## src/rtl/demux4_pkg.sv

```systemverilog
// Shared definitions for the 4-lane stream demultiplexer: lane count, select type
// and the select-to-lane decode.
package demux4_pkg;

    localparam int NUM_LANES = 4;

    typedef logic [1:0] lane_sel_t;

    function automatic logic [NUM_LANES-1:0] sel_onehot(input lane_sel_t sel);
        logic [NUM_LANES-1:0] onehot;
        onehot = {NUM_LANES{1'b0}};
        case (sel)
            2'b00:   onehot = 4'b0001;
            2'b01:   onehot = 4'b0010;
            2'b10:   onehot = 4'b0100;
            2'b11:   onehot = 4'b1000;
            default: onehot = 4'b0000;
        endcase
        return onehot;
    endfunction

endpackage

```

## src/rtl/lane_fifo.sv

```systemverilog
// Single output-lane buffer: a DEPTH-entry circular FIFO whose head word is held in
// its own register, so the head keeps its last value once the lane drains.
module lane_fifo
    import demux4_pkg::*;
#(
    parameter int WIDTH = 8,
    parameter int DEPTH = 2
) (
    input  logic             clk,
    input  logic             rst_n,
    input  logic             push,
    input  logic             pop,
    input  logic [WIDTH-1:0] din,
    output logic             full,
    output logic             empty,
    output logic [WIDTH-1:0] head
);

    localparam int PTR_W = $clog2(DEPTH);
    localparam int CNT_W = PTR_W + 1;
    localparam logic [CNT_W-1:0] CNT_ZERO = CNT_W'(0);
    localparam logic [CNT_W-1:0] CNT_ONE  = CNT_W'(1);
    localparam logic [CNT_W-1:0] CNT_MAX  = CNT_W'(DEPTH);
    localparam logic [PTR_W-1:0] PTR_LAST = PTR_W'(DEPTH - 1);

    logic [WIDTH-1:0] r_mem [DEPTH];
    logic [PTR_W-1:0] r_wr_ptr;
    logic [PTR_W-1:0] r_rd_ptr;
    logic [CNT_W-1:0] r_count;
    logic [WIDTH-1:0] r_head;

    logic             w_push;
    logic             w_pop;
    logic [PTR_W-1:0] w_rd_nxt;
    logic [PTR_W-1:0] w_wr_nxt;
    logic [WIDTH-1:0] w_head_nxt;

    function automatic logic [PTR_W-1:0] ptr_inc(input logic [PTR_W-1:0] ptr);
        logic [PTR_W-1:0] nxt;
        if (ptr == PTR_LAST) begin
            nxt = {PTR_W{1'b0}};
        end else begin
            nxt = ptr + PTR_W'(1);
        end
        return nxt;
    endfunction

    assign full     = (r_count == CNT_MAX);
    assign empty    = (r_count == CNT_ZERO);
    assign head     = r_head;
    assign w_push   = push & ~full;
    assign w_pop    = pop & ~empty;
    assign w_rd_nxt = ptr_inc(r_rd_ptr);
    assign w_wr_nxt = ptr_inc(r_wr_ptr);

    // Next head: the following stored word, or din when it lands in a lane that is (or becomes) empty.
    always_comb begin
        w_head_nxt = r_head;
        if (w_pop && (r_count > CNT_ONE)) begin
            w_head_nxt = r_mem[w_rd_nxt];
        end else if (w_push && ((r_count == CNT_ZERO) || (w_pop && (r_count == CNT_ONE)))) begin
            w_head_nxt = din;
        end else begin
            w_head_nxt = r_head;
        end
    end

    // Storage, pointers, occupancy and head register.
    always_ff @(posedge clk or negedge rst_n) begin
        if (!rst_n) begin
            for (int i = 0; i < DEPTH; i++) begin
                r_mem[i] <= {WIDTH{1'b0}};
            end
            r_wr_ptr <= {PTR_W{1'b0}};
            r_rd_ptr <= {PTR_W{1'b0}};
            r_count  <= CNT_ZERO;
            r_head   <= {WIDTH{1'b0}};
        end else begin
            if (w_push) begin
                r_mem[r_wr_ptr] <= din;
                r_wr_ptr        <= w_wr_nxt;
            end
            if (w_pop) begin
                r_rd_ptr <= w_rd_nxt;
            end
            case ({w_push, w_pop})
                2'b10:   r_count <= r_count + CNT_ONE;
                2'b01:   r_count <= r_count - CNT_ONE;
                default: r_count <= r_count;
            endcase
            r_head <= w_head_nxt;
        end
    end

endmodule

```

## src/rtl/demux4_stream.sv

```systemverilog
// Four-way stream demultiplexer: routes each accepted word to the lane named by select,
// each lane buffered independently so a full lane never blocks the others.
module demux4_stream
    import demux4_pkg::*;
#(
    parameter int WIDTH = 8,
    parameter int DEPTH = 2   // only 2 or 4 are supported
) (
    input  logic                 clk,
    input  logic                 rst_n,
    input  logic [WIDTH-1:0]     din,
    input  lane_sel_t            select,
    input  logic                 din_valid,
    output logic                 din_ready,
    output logic [WIDTH-1:0]     dout1,
    output logic [WIDTH-1:0]     dout2,
    output logic [WIDTH-1:0]     dout3,
    output logic [WIDTH-1:0]     dout4,
    output logic [NUM_LANES-1:0] dout_valid,
    input  logic [NUM_LANES-1:0] dout_ready
);

    logic [NUM_LANES-1:0] w_full;
    logic [NUM_LANES-1:0] w_empty;
    logic [NUM_LANES-1:0] w_push;
    logic [NUM_LANES-1:0] w_pop;
    logic [WIDTH-1:0]     w_head [NUM_LANES];

    // Readiness depends only on the addressed lane, so a full lane stalls only its own traffic.
    assign din_ready  = ~w_full[select];
    assign w_push     = sel_onehot(select) & {NUM_LANES{din_valid & din_ready}};
    assign w_pop      = dout_ready & ~w_empty;
    assign dout_valid = ~w_empty;

    assign dout1 = w_head[0];
    assign dout2 = w_head[1];
    assign dout3 = w_head[2];
    assign dout4 = w_head[3];

    for (genvar g = 0; g < NUM_LANES; g++) begin : g_lane
        lane_fifo #(
            .WIDTH (WIDTH),
            .DEPTH (DEPTH)
        ) u_lane (
            .clk   (clk),
            .rst_n (rst_n),
            .push  (w_push[g]),
            .pop   (w_pop[g]),
            .din   (din),
            .full  (w_full[g]),
            .empty (w_empty[g]),
            .head  (w_head[g])
        );
    end

endmodule

```

## config.mk

```make
export PLATFORM = sky130hd
export DESIGN_NAME = demux4_stream
export DESIGN_NICKNAME = d
export VERILOG_FILES = /design/src/rtl/demux4_pkg.sv /design/src/rtl/lane_fifo.sv /design/src/rtl/demux4_stream.sv
export SDC_FILE = /design/constraint.sdc
export NUM_CORES = 1
export LEC_CHECK = 0
export ABC_AREA = 1
export CORE_UTILIZATION = 50
export DETAILED_ROUTE_END_ITERATION = 12
export PLACE_DENSITY = 0.75
export SLEW_MARGIN = 15
export SYNTH_ARGS = -nofsm -noshare
export SYNTH_HDL_FRONTEND = slang
export SYNTH_SLANG_ARGS = --single-unit
```

## constraint.sdc

```tcl
create_clock -name clk -period 2 [get_ports clk]
set_input_delay 0.4 -clock clk [delete_from_list [all_inputs] [get_ports clk]]
set_output_delay 0.4 -clock clk [all_outputs]
set_load 0.005 [all_outputs]
```

Word level (Yosys, flattened, before mapping)
Cells that the tools add are included.
Widths: inputs -> output; s select.
{"block": "op_classes", "addsub": 16, "n_mul": 0, "div_mod_pow": 0, "n_lt_le_gt_ge": 17, "eq_ne": 19, "shifts": 0, "muxes": 47, "bitwise": 29, "n_reduce_logical": 33}
{"op": "$mux 8", "count": 24}
{"op": "$bwmux 16", "count": 4}
{"op": "$demux 8 s1", "count": 4}
{"op": "$eq 2x2->1 const B", "count": 10}
{"op": "$eq 2x1->1 const B", "count": 9}
{"op": "$ge 2x2->1 const B", "count": 8}
{"op": "$logic_and 1x1->1", "count": 16}
{"op": "$not 1->2", "count": 8}
{"op": "$pmux 2 s2", "count": 4}
{"op": "$pmux 4 s4", "count": 1}
{"op": "$reduce_bool 2->1", "count": 8}
{"op": "$logic_not 2->1", "count": 5}
{"op": "$and 1x1->1", "count": 9}
{"op": "$mux 1", "count": 9}
{"op": "$not 1->1", "count": 9}
{"op": "$add 1x1->1 const B", "count": 8}
{"op": "$add 2x1->2 const B", "count": 4}
{"op": "$and 4x4->4", "count": 2}
{"op": "$gt 2x1->1 const B", "count": 4}
{"op": "$lt 2x1->1 const B", "count": 4}
{"op": "$sub 2x1->2 const B", "count": 4}
{"op": "$logic_or 1x1->1", "count": 4}
{"op": "$not 4->4", "count": 1}
{"op": "$lt 2x3->1 const B", "count": 1}
{"op": "$bmux 1 s2", "count": 1}
{"block": "word_totals", "reg_bits": 112, "latch_bits": 0, "ramBits": 0, "mem_bits_ro": 0, "inputBits": 17, "out_inout_bits": 37, "memories": 0}

Depth between registers and ports, before layout
Gate-level depths: netlist (run 1).
{"block": "depth", "word_depth": 10, "depth_mapped": 11}

Hierarchy
A second synthesis (run 1) with hierarchy kept.
{"block": "unflattened", "hier_cells": 707, "area_unflattened_um2": 5716.7}
{"mod": "lane_fifo at g_lane[1].u_lane ...", "instances": 2, "cells_each": 158, "area_per_inst_um2": 1356.3, "seq_area_each_um2": 700.7}
{"mod": "lane_fifo at g_lane[0].u_lane", "instances": 1, "cells_each": 182, "area_per_inst_um2": 1438.9, "seq_area_each_um2": 700.7}
{"mod": "lane_fifo at g_lane[3].u_lane", "instances": 1, "cells_each": 176, "area_per_inst_um2": 1418.9, "seq_area_each_um2": 700.7}
{"mod": "demux4_stream", "instances": 1, "cells_each": 33, "area_per_inst_um2": 146.4, "seq_area_each_um2": 0.0}

Least setup slack after synthesis (run 1)
No wires, ideal clock.
{"block": "synth_timing", "kind": "reg2reg", "from": "register g_lane[3].u_lane.r_count[0]", "to": "register g_lane[3].u_lane.r_count[1]", "t_arrival_ns": 1.710, "path_slack_ns": 0.163, "stages_incl_launch_ff": 12, "path_buffers": 0, "synth_period_minus_slack_ns": 1.837, "cell_sequence": "dfrtp_1 -> inv_1 -> ha_1 -> nand3_1 -> nand2_2 -> nor2_8 -> nand2_2 -> nor2_8 -> inv_1 -> ha_1 -> nand2_1 -> o21ai_0"}
{"block": "synth_between", "elab_chain_cells": 9, "elab_cells_between_ends": 19, "cone_classes": "add/sub (2); eq/ne (3); mux (3); bitwise (9); reduce/logical (2)"}
{"element": "start, declared", "line": "lane_fifo.sv:29", "text": "logic [CNT_W-1:0] r_count;"}
{"element": "start signal, assigned", "line": "lane_fifo.sv:87", "text": "2'b10: r_count <= r_count + CNT_ONE;"}
{"element": "start signal, assigned", "line": "lane_fifo.sv:88", "text": "2'b01: r_count <= r_count - CNT_ONE;"}
{"element": "start signal, assigned", "line": "lane_fifo.sv:89", "text": "default: r_count <= r_count;"}
{"element": "$eq 2x2->1 *", "line": "lane_fifo.sv:48", "text": "assign full = (r_count == CNT_MAX);"}
{"element": "$bmux 1 s2 *", "line": "demux4_stream.sv:30", "text": "assign din_ready = ~w_full[select];"}
{"element": "$mux 1 (implied by the code) *", "line": "demux4_stream.sv:30"}
{"element": "$not 1->1 *", "line": "demux4_stream.sv:30"}
{"element": "via din_ready", "line": "demux4_stream.sv:14", "text": "output logic din_ready,"}
{"element": "$and 1x1->1 *", "line": "demux4_stream.sv:31", "text": "assign w_push = sel_onehot(select) & {NUM_LANES{din_valid & din_ready}};"}
{"element": "$and 4x4->4 *", "line": "demux4_stream.sv:31"}
{"element": "$and 1x1->1 *", "line": "lane_fifo.sv:51", "text": "assign w_push = push & ~full;"}
{"element": "$eq 2x1->1 / $eq 2x2->1 (equally long branches)", "line": "lane_fifo.sv:86", "text": "case ({w_push, w_pop})"}
{"element": "$pmux 2 s2 / $reduce_bool 2->1 (equally long branches)"}
The timed path passes the listed nets; every way through them passes the cells marked *. The select of a mux whose other input is x is not followed.
A chain may end at the register's enable or synchronous reset.

Worst setup path in the final report (run 1)
{"block": "layout_timing", "from": "input port select[0]", "to": "output port din_ready"}
{"block": "layout_between", "elab_chain_cells": 3}
{"element": "start, declared", "line": "demux4_stream.sv:12", "text": "input lane_sel_t select,"}
{"element": "$bmux 1 s2", "line": "demux4_stream.sv:30"}
{"element": "$mux 1 (implied by the code)", "line": "demux4_stream.sv:30"}
{"element": "$not 1->1", "line": "demux4_stream.sv:30"}
{"element": "end, declared", "line": "demux4_stream.sv:14"}
No other way between the ends. The select of a mux whose other input is x is not followed.

==> flow_summary.yaml, run 1 <==
synthesis:
  ys_seq_elements: 112
  syn_inst: 669
  syn-num-nets: 702
  synth.distinct_cells: 25
  yosys_warnings: 0
  ys_seq_area_share_pct: 50.54
  avgSynthCellArea_sq_um: 8.289
  syn-cell-area_sq_mm: 0.005545
floorplanning:
  core-area_sq_mm: 0.01084
  die_y_um: 107.3
  pin_count: 54
  rows: 38
  die-area_sq_mm: 0.01152
  start_util_pct: 51.15
  die_w_um: 107.3
drt:
  wl_per_cell_um: 13.92
  vias: 4599
  drtIter0Drc: 315
  avgViaCountPerCell: 5.099
  drcViolationCount: 0
  dr.pass1.iters: 5
  wl_um: 12560
  ant_nets: 0
cts:
  cts_root_buffer: "clkbuf_8"
  cts.sinks: 112
  clockBufferDepth: 2
  clk_pin_slew_ns: 0.10
  h-tree-depth: 3
  cts_tree: "yes"
  clk_latency_ns: 0.37
  numCtsBuffers: 9
setup_path:
  cp_max_fo: 5
  worstPathRequired_ns: 1.60
  crit_path_end_kind: "output port"
  worst-endpoint-arrival_ns: 1.47
  path_class: "in2out"
  critPathLaunchType: "primary input"
pwr:
  total_power_mw: 9.819
  powerDensity_mw_per_mm2: 1443
  vdd_drop_max_mv: 0.7946
  p_leak_nw: 3.395
run_status:
  status: "finished, final reports clean"
sta:
  slew_headroom_pct: 68.56
  setup-violations-final: 0
  drv_slew: 0
  worstMarginPinSlew_ns: 0.4717
  fin_crit_ns: 1.872
  rsz0062_at_grt: "no"
  fmax_mhz: 534.2
  finalCritPeriodShare_pct: 93.59
  final.setup.tns_ns: 0
  worst_clock_skew_ns: 0.01207
  hold_violations: 0
cells_and_area:
  fin_area_sq_mm: 0.006803
  antennaDiodeCount: 0
  nNetsFinal: 790
  drive_above_1_share_pct: 14.17
  area_growth_pct: 22.68
grt:
  antenna_found_initial: 0
  grt_pass1_vias: 4474
  grt_max_degree: 47
  grt_pass1_wl_um: 21450
  globalRouteTotalUtil_pct: 24.15
  grt_remaining_overflow: 0
placement:
  dp_hpwl_um: 9082
  place_area_sq_mm: 0.006469
  port_buffers: 53
  place_congestion: 0.8819
job:
  maxCapViolCount: 0
worst_hold_path:
  hp-class: "in2async"
-- per-layer routing --
metal	routed length (um)	vias to the layer above	GRT usage (%)
met3	753	18	4.964
met2	5830	151	38.25
met4	213	0	7.632
met5	0	-	0
met1	5757	2125	33.40
li1	-	2305	-
-- through the flow --
stage                     setup slack (ns)  instances  util (%)  hold WS, ns
final                               0.1282        902     62.75       0.4681
after global routing               0.03334        902     62.75       0.4809
after CTS                         -0.01479        898     62.49       0.4688
after detailed placement           -0.2674        877     59.67       0.3413
after global placement             -0.2454        877     59.67       0.3309
after floorplan                     0.1629        669         -       0.1044
-- power by group --
part / leakage [nW] / internal (mW) / total (mW) / switching [mW]
registers: 1.39 / 3.36 / 4.10 / 0.736
clock network: 0.123 / 0.873 / 1.65 / 0.772
logic: 1.88 / 1.92 / 4.08 / 2.16
-- synthesized netlist by cell type --
cell,number,area (sq um)
nand2_1,266,998.5
dfrtp_1,112,2803
o21ai_0,88,440.4
nand3_1,51,255.2
inv_1,50,187.7
ha_1,16,200.2
clkbuf_1,13,48.80
o21ai_2,10,87.58
xnor2_1,10,87.58
nand2_2,9,56.30
clkinv_1,7,26.28
inv_2,4,15.01
nand4_2,4,50.05
nor3_4,4,65.06
o21ai_1,4,20.02
buf_2,3,15.01
buf_6,3,33.78
nor2_2,3,18.77
a21oi_1,2,10.01
nand4_4,2,42.54
nor2_1,2,7.510
nor2_8,2,40.04
xor2_1,2,17.52
buf_4,1,7.510
nor2_4,1,11.26
-- logic make-up (layout without fill, tap and decap cells) --
group | after synthesis | count (layout) | synth area share [%]
simple gates | 344 | 344 | 27.87
flops | 112 | 112 | 50.54
buf+inv | 81 | 174 | 6.024
compound gates | 104 | 104 | 10.06
fa+ha+maj | 16 | 16 | 3.610
xor+xnor | 12 | 12 | 1.895
-- flip-flops by register name (all words and copies together) (netlist names) --
register / flops
g_lane.u_lane.r_wr_ptr: 4
g_lane.u_lane.head: 32
g_lane.u_lane.r_rd_ptr: 4
g_lane.u_lane.r_mem: 64
g_lane.u_lane.r_count: 8
-- path summary, 6_finish.rpt --
| check | startpoint | cells after the start | to | slack [ns] |
|---|---|---|---|---|
| worst min register to register | g_lane[3].u_lane.r_mem[2] | 2 | g_lane[3].u_lane.r_mem[2] | 0.49 |
| worst max-delay path | select[0] | 7 | din_ready | 0.13 |
| worst min-delay path | rst_n | 2 | g_lane[2].u_lane.head[2] | 0.47 |
| min in group clk | g_lane[3].u_lane.r_mem[2] | 2 | g_lane[3].u_lane.r_mem[2] | 0.49 |
| worst max register to register | g_lane[3].u_lane.r_count[0] | 8 | g_lane[3].u_lane.head[0] | 0.17 |
| max in group asynchronous | rst_n | 3 | g_lane[3].u_lane.head[3] | 0.98 |
-- layout make-up --
| type | count | area (sq um) |
|---|---|---|
| Timing Repair Buffer | 97 | 917.1 |
| Tap cell | 140 | 175.2 |
| Clock inverter | 6 | 115.1 |
| Sequential cell | 112 | 2803 |
| Inverter | 61 | 229.0 |
| Multi-Input combinational cell | 476 | 2426 |
| Fill cell | 937 | 4038 |
| Clock buffer | 10 | 137.6 |
-- worst max-delay path, stage by stage --
cell and delay (ns):
clkdlybuf4s50_1 0.42, buf_6 0.14, buf_4 0.13, nand3_1 0.07, nand2_2 0.09, nor2_8 0.10
clkbuf_2 0.12
-- cell usage in the layout (no fill, tap or decap), types with 2 or more instances in the layout --
cell,n
o21ai_2,10
o21ai_0,88
nor2_2,3
inv_2,9
nand2_2,9
xnor2_1,10
ha_2,2
ha_1,13
clkbuf_8,10
nand4_4,2
inv_1,45
bufinv_16,3
dfrtp_1,112
nor2_1,2
dlygate4sd2_1,4
nor3_4,4
clkdlybuf4s50_1,47
nor2_8,2
nand4_2,4
clkinv_1,7
o21ai_1,4
buf_4,38
a21oi_1,2
nand3_1,51
xor2_1,2
buf_12,5
nand2_1,266
-- timing repair --
item	in CTS	in global routing
cloned	0	0
setup buffers	4	4
resized for setup	13	4
pin swaps	0	4
endpoints found under the setup margin	5	1
endpoints found under the hold margin	22	0
hold buffers	1	0
No activity file was read; power rests on OpenSTA's default activity.
==> inputs of run 2 (changes only) <==
--- a/config.mk
+++ b/config.mk
@@ -6,9 +6,9 @@
 export NUM_CORES = 1
 export LEC_CHECK = 0
 export ABC_AREA = 1
-export CORE_UTILIZATION = 50
+export CORE_UTILIZATION = 57
 export DETAILED_ROUTE_END_ITERATION = 12
-export PLACE_DENSITY = 0.75
+export PLACE_DENSITY = 0.84
 export SLEW_MARGIN = 15
 export SYNTH_ARGS = -nofsm -noshare
 export SYNTH_HDL_FRONTEND = slang
==> flow_summary.yaml, run 2 (synthesis gave the netlist of run 1 again) <==
run_status:
  status: "finished, final reports clean"
setup_path:
  worst-endpoint-arrival_ns: 1.51
  path_class: "reg2out"
  worstPathRequired_ns: 1.60
  cp_max_fo: 3
  regToRegSetupSlack_ns: 0.13
  r2r_start: "g_lane[3].u_lane.r_count[1]"
  rr_worst_depth: 11
  r2r_end: "g_lane[3].u_lane.r_count[1]"
  critPathLaunchType: "flop"
  crit_path_end_kind: "output port"
floorplanning:
  pin_count: 54
  die_w_um: 100.6
  die-area_sq_mm: 0.01013
  start_util_pct: 59.45
  die_y_um: 100.6
  core-area_sq_mm: 0.009328
  rows: 35
sta:
  setup-violations-final: 0
  drv_slew: 0
  final.setup.tns_ns: 0
  slew_headroom_pct: 59.70
  fin_crit_ns: 1.914
  finalCritPeriodShare_pct: 95.71
  setup_slack_ns: 0.08571
  rsz0062_at_grt: "no"
  fmax_mhz: 522.4
  worst_clock_skew_ns: 0.01111
  worstMarginPinSlew_ns: 0.6045
  hold_violations: 0
cells_and_area:
  antennaDiodeCount: 0
  final_common_cell: "nand2_1"
  regMostFlops: "g_lane.u_lane.r_mem"
  seqCellArea_sq_mm: 0.002803
  multi_input_area_sq_mm: 0.002414
  utilization_pct: 71.20
  largest_reg_flops: 64
  final_cell_mix: "nand2_1, dfrtp_1, o21ai_0"
  nNetsFinal: 785
  area_growth_pct: 19.77
  drive_above_1_share_pct: 13.23
  n_fill_cell: 741
drt:
  drcViolationCount: 0
  avgViaCountPerCell: 5.247
  dr.pass1.iters: 4
  vias: 4644
  drtIter0Drc: 309
  wl_per_cell_um: 13.93
  ant_nets: 0
  wl_um: 12330
cts:
  clk_pin_slew_ns: 0.10
  clockBufferDepth: 2
  cts_root_buffer: "clkbuf_8"
  clk_latency_ns: 0.37
  numCtsBuffers: 9
  cts.sinks: 112
  cts_tree: "yes"
  h-tree-depth: 3
placement:
  port_buffers: 53
  dp_hpwl_um: 8669
  place_ws_ns: -0.2829
  place_congestion: 0.9180
grt:
  grt_pass1_wl_um: 20940
  grt_remaining_overflow: 0
  grt_pass1_vias: 4455
  globalRouteTotalUtil_pct: 26.69
  grt_max_degree: 113
  antenna_found_initial: 0
pwr:
  total_power_mw: 9.315
  vdd_drop_max_mv: 0.7254
  p_leak_nw: 3.340
  powerDensity_mw_per_mm2: 1403
worst_hold_path:
  hp-class: "in2async"
job:
  maxCapViolCount: 0
[run 2: changes by cell type in the layout (fill, tap and decap cells not counted), moves of 2 or more]
cell	change
clkbuf_1	+2
dlygate4sd2_1	-2
buf_4	-3
bufinv_16	-3
dlymetal6s2s_1	+2
[run 2: final cells by class]
type | count | share of cell area [%]
clock inverters | 4 | 0.4710
well taps | 129 | 2.430
flip-flops and latches | 112 | 42.20
inverters | 61 | 3.448
repair buffers | 92 | 13.13
clock buffers | 11 | 1.978
multi-input cells | 476 | 36.34
[run 2: metal layers]
layer / GRT usage [%] / routed length [um] / vias up
met5: 0 / 0 / -
met4: 7.692 / 190 / 0
met3: 4.785 / 633 / 18
met2: 44.47 / 6073 / 146
li1: - / - / 2294
met1: 36.03 / 5433 / 2186
[run 2: repair_timing]
| action | in CTS | in global routing |
|---|---|---|
| setup endpoints to repair | 5 | 2 |
| cloned | 0 | 0 |
| pin swaps | 2 | 0 |
| gates resized for setup | 14 | 2 |
| buffers inserted | 6 | 0 |
| hold buffers | 0 | 0 |
[run 2: how the worst max path moves through the flow]
stage                                            from                     endpoint
after global placement                      select[0]                    din_ready
after CTS                 g_lane[1].u_lane.r_count[1]                dout_valid[1]
final                     g_lane[3].u_lane.r_count[1]                    din_ready
after floorplan           g_lane[3].u_lane.r_count[0]  g_lane[3].u_lane.r_count[1]
after detailed placement                    select[0]                    din_ready
after global routing      g_lane[3].u_lane.r_count[1]  g_lane[3].u_lane.r_count[1]
[run 2: report_power, final]
group          switching (mW)  internal, mW  leakage [nW]  total (mW)
Clock                   0.735         0.456        0.0837        1.19
Combinational            2.16          1.89          1.87        4.06
Sequential              0.708          3.36          1.39        4.07
Total                    3.61          5.71          3.34        9.32
[run 2: metrics by stage]
stage | cell area, sq um | hold WS (ns) | cells
after floorplan | 5545 | 0.1044 | 669
after CTS | 6636 | 0.1206 | 885
final | 6641 | 0.06770 | 885
after global routing | 6641 | 0.1291 | 885
after global placement | 6427 | 0.4546 | 864
after detailed placement | 6427 | 0.4583 | 864
[run 2: worst max-delay path, stage by stage (launching register included)]
cell,delay [ns]
dfrtp_1,0.42
buf_4,0.15
ha_1,0.16
nand3_1,0.09
nand2_2,0.10
nor2_8,0.12
buf_2,0.12
==> inputs of run 3 (changes only) <==
==> constraint.sdc (replaced) <==
create_clock -name clk -period 2 [get_ports clk]
set_input_delay 0.3 -clock clk [delete_from_list [all_inputs] [get_ports clk]]
set_output_delay 0.3 -clock clk [all_outputs]
set_load 0.005 [all_outputs]
==> flow_summary.yaml, run 3 (synthesis gave the netlist of run 1 again) <==
run_status:
  status: "finished, violations left"
  violations: "negative hold slack"
cts:
  cts_tree: "yes"
  cts_hold_buffers: 0
  clk_pin_slew_ns: 0.10
  cts_root_buffer: "clkbuf_8"
  numCtsBuffers: 9
  cts.sinks: 112
  clk_latency_ns: 0.38
  clockBufferDepth: 2
  h-tree-depth: 3
drt:
  vias: 4678
  ant_nets: 0
  drtIter0Drc: 214
  wl_um: 12470
  dr.pass1.iters: 5
  drcViolationCount: 0
  avgViaCountPerCell: 5.310
  wl_per_cell_um: 14.15
placement:
  place_area_sq_mm: 0.006392
  port_buffers: 53
  place_inst: 861
  place_ws_ns: -0.1427
  dp_hpwl_um: 8863
  place_congestion: 0.8735
cells_and_area:
  area_growth_pct: 19.04
  fin_area_sq_mm: 0.006601
  utilization_pct: 70.77
  n_fill_cell: 748
  finalNonFillerCells: 881
  final_common_cell: "nand2_1"
  final_cell_mix: "nand2_1, dfrtp_1, o21ai_0"
  drive_above_1_share_pct: 12.50
  multi_input_area_sq_mm: 0.002411
  largest_reg_flops: 64
  nNetsFinal: 780
  seqCellArea_sq_mm: 0.002803
  antennaDiodeCount: 0
  regMostFlops: "g_lane.u_lane.r_mem"
sta:
  worstMarginPinSlew_ns: 0.6047
  final.setup.tns_ns: 0
  rsz0062_at_grt: "no"
  setup-violations-final: 0
  drv_slew: 0
  finalCritPeriodShare_pct: 97.18
  fmax_mhz: 514.5
  fin_crit_ns: 1.944
  hold_violations: 26
  setup_slack_ns: 0.05634
  slew_headroom_pct: 59.69
  timing.hold.ws_ns: -0.05269
  worst_clock_skew_ns: 0.01110
pwr:
  p_leak_nw: 3.316
  vdd_drop_max_mv: 0.6892
  total_power_mw: 9.357
  powerDensity_mw_per_mm2: 1417
grt:
  grt_max_degree: 113
  grt_pass1_vias: 4528
  grt_pass1_wl_um: 20880
  grt_remaining_overflow: 0
  globalRouteTotalUtil_pct: 26.97
  antenna_found_initial: 0
setup_path:
  crit_path_end_kind: "output port"
  path_class: "reg2out"
  worstPathRequired_ns: 1.70
  worst-endpoint-arrival_ns: 1.64
  cp_max_fo: 3
  critPathLaunchType: "flop"
floorplanning:
  die_y_um: 100.6
  rows: 35
  start_util_pct: 59.45
  die-area_sq_mm: 0.01013
  pin_count: 54
  die_w_um: 100.6
  core-area_sq_mm: 0.009328
job:
  maxCapViolCount: 0
worst_hold_path:
  hp-class: "in2async"
==> run 3: worst max-delay path, cell delays in order, from the launching register on <==
cell	delay [ns]
dfrtp_1	0.41
inv_2	0.07
ha_2	0.21
nand3_1	0.12
nand2_2	0.13
nor2_8	0.04
dlygate4sd2_1	0.27
==> run 3: path summary, 6_finish.rpt <==
path	from	end	slack, ns	depth (start not counted)
hold / removal	rst_n	g_lane[2].u_lane.head[3]	-0.05	2
setup reg to reg	g_lane[1].u_lane.r_count[1]	g_lane[0].u_lane.r_mem[10]	0.12	9
max in group asynchronous	rst_n	g_lane[0].u_lane.r_mem[11]	1.56	2
min in group clk	g_lane[3].u_lane.r_mem[2]	g_lane[3].u_lane.r_mem[2]	0.48	2
setup / recovery	g_lane[1].u_lane.r_count[0]	din_ready	0.06	6
hold reg to reg	g_lane[3].u_lane.r_mem[2]	g_lane[3].u_lane.r_mem[2]	0.48	2
==> run 3: timing repair <==
| action | CTS | global route |
|---|---|---|
| pin swaps | 0 | 1 |
| setup endpoints to repair | 2 | 13 |
| setup buffers | 3 | 1 |
| resized for setup | 3 | 7 |
==> run 3: layout make-up <==
class | count | share of cell area [%]
Clock buffer | 12 | 2.199
Clock inverter | 4 | 0.4170
Inverter | 61 | 3.525
Multi-Input combinational cell | 476 | 36.52
Sequential cell | 112 | 42.46
Tap cell | 129 | 2.445
Timing Repair Buffer | 87 | 12.43
==> run 3: where the power goes <==
group / leakage (nW) / switching (mW) / internal (mW)
Sequential: 1.39 / 0.726 / 3.36
Combinational: 1.84 / 2.16 / 1.87
Clock: 0.0907 / 0.747 / 0.492
==> run 3: per-layer routing <==
metal / GRT usage (%) / vias to the layer above / wire length [um]
met3: 5.132 / 32 / 809
met5: 0 / - / 0
met1: 33.49 / 2203 / 5152
met2: 46.31 / 162 / 6171
met4: 11.37 / 0 / 333
li1: - / 2281 / -
